`src/rtl/irq_code_latch.sv`:
```
// irq_code_latch
//   Registered consumer stage placed directly behind an 8-to-3 priority
//   encoder. The encoder's active-low code and group-select are brought into
//   the clock domain through 2-flop synchronisers. A code is accepted only
//   after it has read identically for STABLE_CYCLES samples, and it is then
//   presented as a true-binary interrupt ID with a valid/ack handshake.
//   While an ID is pending, the encoder is frozen through its EI input.
//
// Ports
//   clk        system clock, rising edge
//   rst_n      asynchronous, active-low reset
//   a_n[2:0]   encoder {A2,A1,A0}, active-low binary code
//   gs_n       encoder GS, low when any request is active
//   irq_mask   (only with IRQ_CODE_LATCH_MASK_EN) per-ID mask, 1 = masked
//   ei_n       encoder EI, low enables the encoder
//   irq_valid  an accepted ID is pending
//   irq_id     accepted ID, true binary
//   irq_ack    consumer acknowledge, sampled on clk
//
// Optional feature: define IRQ_CODE_LATCH_MASK_EN to add irq_mask.
//
// Parameters
//   STABLE_CYCLES  identical samples needed before acceptance, 1..2^CNT_W-1
//   CNT_W          width of the qualification counter
module irq_code_latch #(
  parameter int STABLE_CYCLES = 2,
  parameter int CNT_W         = 4
) (
  input  logic       clk,
  input  logic       rst_n,
  input  logic [2:0] a_n,
  input  logic       gs_n,
`ifdef IRQ_CODE_LATCH_MASK_EN
  input  logic [7:0] irq_mask,
`endif
  output logic       ei_n,
  output logic       irq_valid,
  output logic [2:0] irq_id,
  input  logic       irq_ack
);

  localparam logic [1:0] IDLE  = 2'd0;
  localparam logic [1:0] QUAL  = 2'd1;
  localparam logic [1:0] PEND  = 2'd2;
  localparam logic [1:0] BLANK = 2'd3;

  localparam logic [CNT_W-1:0] STABLE_LIM = CNT_W'(STABLE_CYCLES);
  // BLANK covers synchroniser depth + 1 cycles, counted 0..2.
  localparam logic [1:0]       BLANK_LAST = 2'd2;

  logic [2:0]       a_sync_p0, a_sync_p1;
  logic             gs_sync_p0, gs_sync_p1;
  logic [2:0]       code;
  logic             req;
  logic [1:0]       state;
  logic [CNT_W-1:0] cnt;
  logic [CNT_W-1:0] cnt_inc;
  logic [2:0]       cand;
  logic [1:0]       blank_cnt;

  // Stage p0/p1: 2-flop synchronisers, reset to "no request".
  always_ff @(posedge clk or negedge rst_n) begin
    if (!rst_n) begin
      a_sync_p0  <= 3'b111;
      a_sync_p1  <= 3'b111;
      gs_sync_p0 <= 1'b1;
      gs_sync_p1 <= 1'b1;
    end else begin
      a_sync_p0  <= a_n;
      a_sync_p1  <= a_sync_p0;
      gs_sync_p0 <= gs_n;
      gs_sync_p1 <= gs_sync_p0;
    end
  end

  assign code = ~a_sync_p1;
`ifdef IRQ_CODE_LATCH_MASK_EN
  assign req  = ~gs_sync_p1 & ~irq_mask[code];
`else
  assign req  = ~gs_sync_p1;
`endif

  // Never wraps: cnt stays below STABLE_CYCLES, so cnt+1 <= 2^CNT_W-1.
  assign cnt_inc = cnt + 1'b1;

  // Stage p2: qualification FSM and registered handshake outputs.
  always_ff @(posedge clk or negedge rst_n) begin
    if (!rst_n) begin
      state     <= IDLE;
      cnt       <= '0;
      cand      <= 3'd0;
      blank_cnt <= 2'd0;
      irq_valid <= 1'b0;
      irq_id    <= 3'd0;
      ei_n      <= 1'b0;
    end else begin
      case (state)
        IDLE: begin
          if (req) begin
            cand <= code;
            cnt  <= {{(CNT_W-1){1'b0}}, 1'b1};
            if (STABLE_CYCLES == 1) begin
              state     <= PEND;
              irq_valid <= 1'b1;
              irq_id    <= code;
              ei_n      <= 1'b1;
            end else begin
              state <= QUAL;
            end
          end
        end
        QUAL: begin
          if (!req) begin
            state <= IDLE;
          end else if (code != cand) begin
            // A different code restarts qualification on the new value.
            cand <= code;
            cnt  <= {{(CNT_W-1){1'b0}}, 1'b1};
          end else if (cnt_inc >= STABLE_LIM) begin
            state     <= PEND;
            irq_valid <= 1'b1;
            irq_id    <= cand;
            ei_n      <= 1'b1;
          end else begin
            cnt <= cnt_inc;
          end
        end
        PEND: begin
          if (irq_ack) begin
            state     <= BLANK;
            irq_valid <= 1'b0;
            ei_n      <= 1'b0;
            cnt       <= '0;
            blank_cnt <= 2'd0;
          end
        end
        default: begin
          // BLANK: let the re-enabled encoder settle through the synchroniser
          // before any GS/code is looked at again.
          if (blank_cnt == BLANK_LAST) begin
            state     <= IDLE;
            blank_cnt <= 2'd0;
          end else begin
            blank_cnt <= blank_cnt + 2'd1;
          end
        end
      endcase
    end
  end

endmodule

```
`config.mk`:
```
export PLATFORM = sky130hd
export DESIGN_NAME = irq_code_latch
export DESIGN_NICKNAME = d
export VERILOG_FILES = /design/src/rtl/irq_code_latch.sv
export SDC_FILE = /design/constraint.sdc
export NUM_CORES = 1
export LEC_CHECK = 0
export BUFFER_PORTS_ARGS = -buffer_cell sky130_fd_sc_hd__buf_2
export CELL_PAD_IN_SITES_DETAIL_PLACEMENT = 0
export CELL_PAD_IN_SITES_GLOBAL_PLACEMENT = 1
export CORE_MARGIN = 5
export CORE_UTILIZATION = 40
export DETAILED_ROUTE_END_ITERATION = 8
export PLACE_DENSITY = 0.7
export SLEW_MARGIN = 10
export SYNTH_ARGS = -nofsm -noshare
export SYNTH_HDL_FRONTEND = slang
export SYNTH_SLANG_ARGS = --single-unit
export TNS_END_PERCENT = 30
```
`constraint.sdc`:
```
create_clock -name clk -period 1.5 [get_ports clk]
set_input_delay 0.225 -clock clk [delete_from_list [all_inputs] [get_ports clk]]
set_output_delay 0.225 -clock clk [all_outputs]
set_load 0.02 [all_outputs]
```
======== After elaboration in Yosys (flattened, before gate mapping) ========
Cells that the tools add are included.
storage, ports and cells
  register bits ........................... 23
  input bits .............................. 7
  logic and storage cells ................. 67
cells by class
  bitwise operators ....................... 4
  equality and inequality tests ........... 13
  reductions and logical operators ........ 12
  magnitude comparators ................... 1
  add/sub/neg operators ................... 2
  mux-type cells .......................... 25
operator list
  kind                   count
  $mux W4                5
  $mux W2                8
  $reduce_and A5 Y1      3
  $ne A2 B2 Y1 const B   6
  $pmux W4 S3            1
  $mux W3                3
  $ne A3 B3 Y1 const B   3
  $reduce_and A4 Y1      2
  $pmux W2 S3            1
  $pmux W3 S2            1
  $add A4 B1 Y4 const B  1
  $eq A2 B2 Y1 const B   2
  $ge A4 B2 Y1 const B   1
  $mux W1                4
  $pmux W2 S2            1
  $reduce_bool A2 Y1     2
  $reduce_bool A4 Y1     1
  $ne A3 B3 Y1           1
  $not A1 Y1             3
  $not A3 Y3             1
  $reduce_bool A3 Y1     1
  $add A2 B1 Y2 const B  1
  $eq A2 B1 Y1 const B   1
  $logic_not A2 Y1       1
  other kinds (3)        3

======== Longest topological paths before layout ========
Gate-level depths: netlist of the first run.
  depth after elaboration ................. 6
  mapped depth ............................ 7

======== Worst setup path after synthesis of the first run ========
No wires, ideal clock.
  kind .................................... register to register
  start point ............................. register state[1]
  end point ............................... register cnt[0]
  buffers on the path ..................... 0
  slack ................................... -124 ps
  clock period less this slack ............ 1624 ps
  data arrival time ....................... 1496 ps
  stages on the path, launching flop included .. 8
  library setup time ...................... 128 ps
  cells stage by stage .................... dfrtp_1 -> inv_1 -> ha_1 -> or2_4 -> a221oi_4 -> nand3_1 -> mux2i_1 -> a21oi_1
on the way
  word-level cells in the longest chain between the ends .. 3
ends and longest elaborated chain
  what                                                  RTL line  source
  start: declaration                                    55        logic [1:0] state;
  start signal: assignment                              89        state <= IDLE;
  start signal: assignment                              103       state <= PEND;
  start signal: assignment                              108       state <= QUAL;
  $eq A2 B1 Y1, or another cell as far along            97        case (state)
  $ne A3 B3 Y1 (no line), or another cell as far along  n/a
  $reduce_and A5 Y1 (no line)                           n/a
  end signal: assignment                                101       cnt <= {{(CNT_W-1){1'b0}}, 1'b1};
  end signal: assignment                                118       cnt <= {{(CNT_W-1){1'b0}}, 1'b1};
  end signal: assignment                                125       cnt <= cnt_inc;
  end: declaration                                      56        logic [CNT_W-1:0] cnt;
Parallel ways exist; a longest one is shown, timed or not.
A chain may end at the register's enable or synchronous reset.

======== Worst setup path after layout of the first run ========
  start point ............................. register state[0]
  end point ............................... register cnt[0]
Same word-level chain as after synthesis.

==> results of run 1 <==
## registers in the layout, indices dropped and copies added, names as in the netlist
signal and count:
a_sync_p0 3, a_sync_p1 3, blank_cnt 2, cand 3, cnt 4, gs_sync_p0 1
gs_sync_p1 1, irq_id 3, irq_valid 1, state 2
## stage by stage
stage / power, uW / worst slack [ps]
global placement: 2010 / -213
detailed placement: 2050 / -237
floorplan: 1680 / -106
CTS: 2480 / -210
global route: 2900 / -310
finish: 2710 / -217
## per-layer routing
layer / vias up / part of all wire
met5: - / 0
met4: 0 / 0.015
met3: 5 / 0.043
met2: 13 / 0.48
met1: 385 / 0.46
li1: 393 / -
## timing repair
| action | 4_1_cts | 5_1_grt |
|---|---|---|
| gates resized for setup | 6 | 15 |
| pin swaps | 7 | 5 |
| buffers inserted | 2 | 6 |
| hold endpoints to repair | 19 | 0 |
| hold buffers | 5 | 0 |
| setup endpoints to repair | 14 | 14 |
## layout make-up
type	count	area (sq um)
fillers	199	1020
flip-flops and latches	23	588
multi-input cells	59	574
repair buffers	37	263
well taps	30	37.5
inverters	8	32.5
clock buffers	3	22.5
clock inverters	1	7.51
## power by group through the flow
stage	Sequential [uW]	Clock (uW)	Combinational, uW
after CTS	911	314	1250
after floorplan	954	0	724
after detailed placement	923	0	1120
final	924	296	1490
after global placement	908	0	1100
after global routing	949	329	1630
## critical path, delay by kind of cell (launching register included)
kind | cells | cell delay [ps]
buf+inv | 1 | 70
fa+ha+maj | 1 | 160
compound gates | 2 | 360
mux | 1 | 170
flops | 1 | 460
simple gates | 2 | 380
## kinds of logic (layout without fill, tap and decap cells)
logic type,Yosys count,count (layout),share of synthesized area
multiplexers,6,6,0.0565
adder cells (fa/ha/maj),6,6,0.0692
AND/OR/NAND/NOR,23,23,0.119
XOR/XNOR,4,4,0.0323
buffers and inverters,9,49,0.0346
flip-flops,23,23,0.540
AO/OA/AOI/OAI,20,20,0.149
## final timing paths
path | slack, ps | endpoint | depth (start not counted)
setup / recovery | -220 | cnt[0] | 7
hold / removal | 290 | irq_valid | 4
setup reg to reg | -220 | cnt[0] | 7
hold reg to reg | 370 | a_sync_p1[1] | 0
max in group asynchronous | 750 | cnt[0] | 2
min in group asynchronous | 380 | state[0] | 2
## cells in the final DEF (no fill, tap or decap), drive strengths merged, types with 2 or more instances in the layout
master and n:
buf 32, dfrtp 15, dfstp 8, inv 8
nor2 7, ha 6, nand2 6, mux2i 5
o21ai 5, dlygate4sd3 5, nor2b 4, xnor2 4
clkbuf 3, a21oi 3, o31ai 2, nand3 2
==> metrics.md, run 1 <==
| Metric | Value |
|---|---|
| Status | finished with violations |
| Failing checks | setup timing |
| Vias | a little under 800 |
| Layout cells sized above 1 | 0.534 |
| Worst-path clk slew | around 130 ps |
| Part of the power in combinational logic | 0.549 |
| Number of antenna violations at the first check in global routing | 0 |
| EDFF count, synth | 0 |
| Sequential power share | 0.342 |
| Largest net degree at the start of global routing | 24 |
| Synth top area share | 0.346 |
| Flops & latches, synth | 23 |
| Area growth from synthesis to layout | 40.6% |
| Hold Crit Class | input pin to register |
| Max Clock Skew | just under 2 ps |
| Remaining DRCs | 0 |
| CTS Buffer Depth | 2 |
| Initial DRC Count | 29 |
| Max incr delay on CP | around 460 ps |
| Met2 GRT Util | 0.206 |
| Placed insts | between 100 and 150 |
| Crit path time final | 1720 ps |
| Switching portion of total power | 0.394 |
| Post-Synthesis Cells | 91 |
| Die Area | around 3900 sq um |
| Slew @ Worst Pin | ~500 ps |
| Post-Route WL | 2130 um |
| Most utilized layer in the global route result | met2 |
| Post-synthesis cell area | between 1000 and 1500 sq um |
| Hold path startpoint | irq_ack |
| Clock root cell | clkbuf_4 |
| Synth top area cells | dfrtp_1 (35%), dfstp_2 (19%), ha_1 (6.9%) |
| VDD IR-drop max | just under 1 mV |
| Syn Nets | around 100 |
| Critical Path End Type | register |
| Met1 Use GR | 0.144 |
| First-pass GRT wire length | around 3400 um |
| Clock tree sinks | 23 |
| Fin crit share | 1.14 |
| Fmax | about 580 MHz |
| Critical Path Start | state[0] |
| Fin util | 0.599 |
| Critical path arrival | just under 2000 ps |
| Internal Power | between 1500 and 2000 uW |
| CP Class | register to register |
| Count leader, synth | dfrtp_1 |
| Die Y | 62.1 um |
| Sequential fraction of the synthesis area | 0.540 |
| GRT Total Usage | 0.124 |
| Critical R2R Launch | state[0] |
| Slowest CP cell | dfrtp_1 |
| GRT overflow | 0 |
| Final #Nets | roughly 150 |
| Leakage dissipation | roughly 0.00069 uW |
| Final setup violation count | 10 |
| Synth area leader | dfrtp_1 |
| Starting density of the core | 0.426 |
| Cell Rows | 18 |
| Unrepaired setup endpoints after global routing | yes |
| Most instantiated cells after synthesis | dfrtp_1 (15), dfstp_2 (8), inv_1 (8) |
| Async S/R FF share, synth | 1.00 |
| Worst hold slack | ~290 ps |
| NetSw | approximately 1100 uW |
| GR met3 Demand/Resource | 0.0434 |
| Final hold violations | 0 |
| Routed vias/inst | slightly below 5 |
| Final Worst Setup Slack | -217 ps |
| Final Max Tran Viols | 0 |
| N_diodes | 0 |
| Drt first pass iters | 4 |
| CTS tree | done |
| Startpoint type of the worst setup path | register |
| Design area | 1530 sq um |
| Layout Cells excl Fill | 161 |
| CTS H-tree depth | 1 |
| Latest clock arrival within the worst-skew pair | about 310 ps |
| Worst EP required | 1710 ps |
| Num CTS Buffers | 3 |
| Clock power frac | 0.109 |
| Routed len/inst | around 13 um |
| Yosys cell types | 30 |
| Worst-path fanout max | 4 |
| Syn Area/Cell | between 10 and 15 sq um |
| Core outline area | roughly 2500 sq um |
| Vias in the first global route | slightly below 800 |
| Synth warn | 0 |
| Worst slew margin | 0.668 |
| Pwr/cell area | about 1800 nW/um^2 |
| RD Place Congestion | between 0.7 and 0.8 |
| Post-Place Cell Area | 1280 sq um |
| HPWL after DPL | 1450 um |
| Die Wd | just over 60 um |
| Remaining antenna violation count after routing | 0 |
| Max-cap violation count | 0 |
| Cell Chain, Critical Path | inv_2 -> ha_4 -> or2_4 -> a221oi_4 -> nand3_1 -> mux2i_1 -> a21oi_2 |
| Setup TNS Final | -1270 ps |
| I/O Buffers | 11 |
| Dominant synthesized flop cell | dfrtp_1 |
| I/O pin total | 12 |
(Power assumes the default switching activity.)
==> run 2, diff against run 1 <==
Settings changed: CORE_UTILIZATION 40 to 43, CTS_BUF_LIST set to sky130_fd_sc_hd__clkbuf_4, PLACE_DENSITY 0.7 to 0.74.
==> run 2 against run 1 <==
  * The run still ends with setup timing left
  * Die area down 5.9%
  * Utilization is 1.8 points higher
  * Setup slack better by 17 ps
  * Critical path depth is the same
  * Sequential cell count is the same
  * Register-to-register slack gained 20 ps
  * Non-clock buffer count down 2
  * Fmax rose by 0.98%
  * Via count is 1.9% lower
  * Largest cell class unchanged
  * Clock-buffer cell count stayed put
  * Sequential share of layout area increased by 0.25 points
  * Largest power group unchanged
  * Cell count fell by 1.2%
==> metrics.md, run 2 (synthesis gave the netlist of run 1 again) <==
| Metric | Value |
|---|---|
| Status | finished with violations |
| Failing checks | setup timing |
| Max Clock Skew | 2.55 ps (+0.610 ps) |
| Critical path arrival | 1920 ps (about the same) |
| Final Max Tran Viols | 0 (unchanged) |
| GRT Total Usage | 0.131 (+0.00706) |
| Design area | 1520 sq um (-0.66%) |
| Worst EP required | 1720 ps (about the same) |
| Hold Path Cell Cnt | 4 (unchanged) |
| Num CTS Buffers | 3 (unchanged) |
| RD Place Congestion | 0.831 (+12%) |
| Worst reg-to-reg setup slack | -200 ps (+20 ps) |
| Critical Path End Type | register |
| Worst slew margin | 0.670 (+0.00226) |
| Remaining DRCs | 0 (unchanged) |
| CP Class | register to register |
| Met2 GRT Util | 0.210 (+0.00426) |
| VDD IR-drop max | 0.808 mV (-16%) |
| Vias in the first global route | 817 (+3.2%) |
| GRT overflow | 0 (unchanged) |
| Die Area | 3630 sq um (-5.9%) |
| Drt first pass iters | 4 (unchanged) |
| Initial DRC Count | 16 (-45%) |
| CTS tree | done |
| N_diodes | 0 (unchanged) |
| CTS H-tree depth | 1 (unchanged) |
| Crit path buffers/inverters | 1 (unchanged) |
| Worst-path clk slew | 130 ps (about the same) |
| First-pass GRT wire length | 3520 um (+3.9%) |
| Top reg by flops | cnt |
| Die Wd | 60.2 um (-3.0%) |
| Layout cells sized above 1 | 0.504 (-0.0305) |
| Largest net degree at the start of global routing | 24 (unchanged) |
| Critical Path Start | cnt[0] |
| Final Worst Setup Slack | -200 ps (+16.6 ps) |
| Fill cell count | 193 (-3.0%) |
| Final #Nets | 143 (-1.4%) |
| Remaining antenna violation count after routing | 0 (unchanged) |
| Post-Place Cell Area | 1280 sq um (unchanged) |
| Startpoint type of the worst setup path | register |
| Pwr/cell area | 1700 nW/um^2 (-4.2%) |
| I/O Buffers | 11 (unchanged) |
| Commonest cells after routing, fill and taps aside | buf_4 (16), dfrtp_1 (13), buf_2 (11) |
| Leakage dissipation | 0.000665 uW (-3.1%) |
| Number of antenna violations at the first check in global routing | 0 (unchanged) |
| Post-Route WL | 1990 um (-6.7%) |
| I/O pin total | 12 (unchanged) |
| Most common cell after layout, fill and taps aside | buf_4 |
| Most utilized layer in the global route result | met2 |
| Clock root cell | clkbuf_4 |
| Clock tree sinks | 23 (unchanged) |
| Fin crit share | 1.13 (-0.0111) |
| GR met3 Demand/Resource | 0.0367 (-0.00667) |
| Area growth from synthesis to layout | 39.7% |
| Critical R2R Launch | cnt[0] |
| Worst-path fanout max | 5 (+1) |
| Slowest CP cell | dfrtp_2 |
| Vias | 781 (-1.9%) |
| Max-cap violation count | 0 (unchanged) |
| Cell Rows | 18 (unchanged) |
| Crit path time final | 1700 ps (-16.6 ps) |
| Cell Chain, Critical Path | ha_4 -> nor2b_4 -> o211ai_1 -> nand2_2 -> buf_6 -> mux2i_1 -> a21oi_1 |
| Worst hold slack | 300 ps (+13.2 ps) |
| Hold Crit Class | input pin to register |
| Routed vias/inst | 4.91 (-0.65%) |
| Core outline area | 2450 sq um (-3.5%) |
| Worst R2R Path Depth | 7 (unchanged) |
| HPWL after DPL | 1400 um (-3.6%) |
| Routed len/inst | 12.5 um (-5.5%) |
| Cell count along the critical path | 7 (unchanged) |
| Fmax | 588 MHz (+0.98%) |
| Max incr delay on CP | 500 ps (+40 ps) |
| Final hold violations | 0 (unchanged) |
| CTS Buffer Depth | 2 (unchanged) |
| Area occupied by registers | 588 sq um (unchanged) |
| Max reg flops | 4 (unchanged) |
| Starting density of the core | 0.442 (+0.0156) |
| Crit-path leading delay family | flip-flops |
| Unrepaired setup endpoints after global routing | yes |
| Hold path startpoint | irq_ack |
| Met1 Use GR | 0.158 (+0.0144) |
| Latest clock arrival within the worst-skew pair | 310 ps (about the same) |
| Final setup violation count | 12 (+2) |
| Area of the multi-input gates | 571 sq um (-0.65%) |
| Slew @ Worst Pin | 495 ps (-3.39 ps) |
| Die Y | 60.2 um (-3.0%) |
==> run 2: cell types whose count changed in the layout (fill, tap and decap cells not counted), moves of 2 or more <==
cell     previous run  this run
buf_4              21        16
buf_6               0         3
nand2_1             3         5
nand2_2             3         1
==> run 2: per-stage QoR <==
stage | std cells | worst slack [ps] | util | power [uW] | TNS (ps)
3_5_place_dp | 144 | -222 | 0.522 | 2080 | -1440
4_1_cts | 158 | -175 | 0.586 | 2550 | -1260
5_1_grt | 159 | -276 | 0.617 | 2780 | -2390
2_1_floorplan | 91 | -106 | - | 1680 | -342
6_report | 159 | -200 | 0.617 | 2580 | -1310
3_3_place_gp | 144 | -184 | 0.522 | 2040 | -1070
==> run 2: area by class of cell <==
class,count,share of cell area
clock buffer,3,0.0149
clock inverter,1,0.00495
inverter,8,0.0198
multi-input combinational,59,0.377
sequential,23,0.388
tap,30,0.0248
timing repair buffer,35,0.171
==> run 2: per-layer routing <==
layer	vias to the layer above	wire (um)
met5	-	0
met4	0	48
met3	6	86
met2	13	923
met1	370	929
li1	392	-
==> run 2: where the power goes <==
group          internal (uW)  total [uW]  switching (uW)
Combinational            694        1380             685
Sequential               781         900             119
Clock                    102         297             195
==> run 2: repair_timing <==
item	in CTS	in global routing
pin swaps	9	6
buffers inserted	5	1
hold buffers	5	0
gates resized for setup	7	15
endpoints found under the hold margin	19	0
endpoints found under the setup margin	13	15
==> run 2: worst paths after layout <==
path	end
worst max-delay path	cnt[0]
worst min-delay path	irq_valid
worst max register to register	cnt[0]
worst min register to register	a_sync_p1[1]
max in group asynchronous	cnt[1]
min in group asynchronous	cand[0]
==> run 2: tightest hold or removal path: cells and delay by family <==
kind            cells  cell delay (ps)
compound gates      2              210
buf+inv             2              150
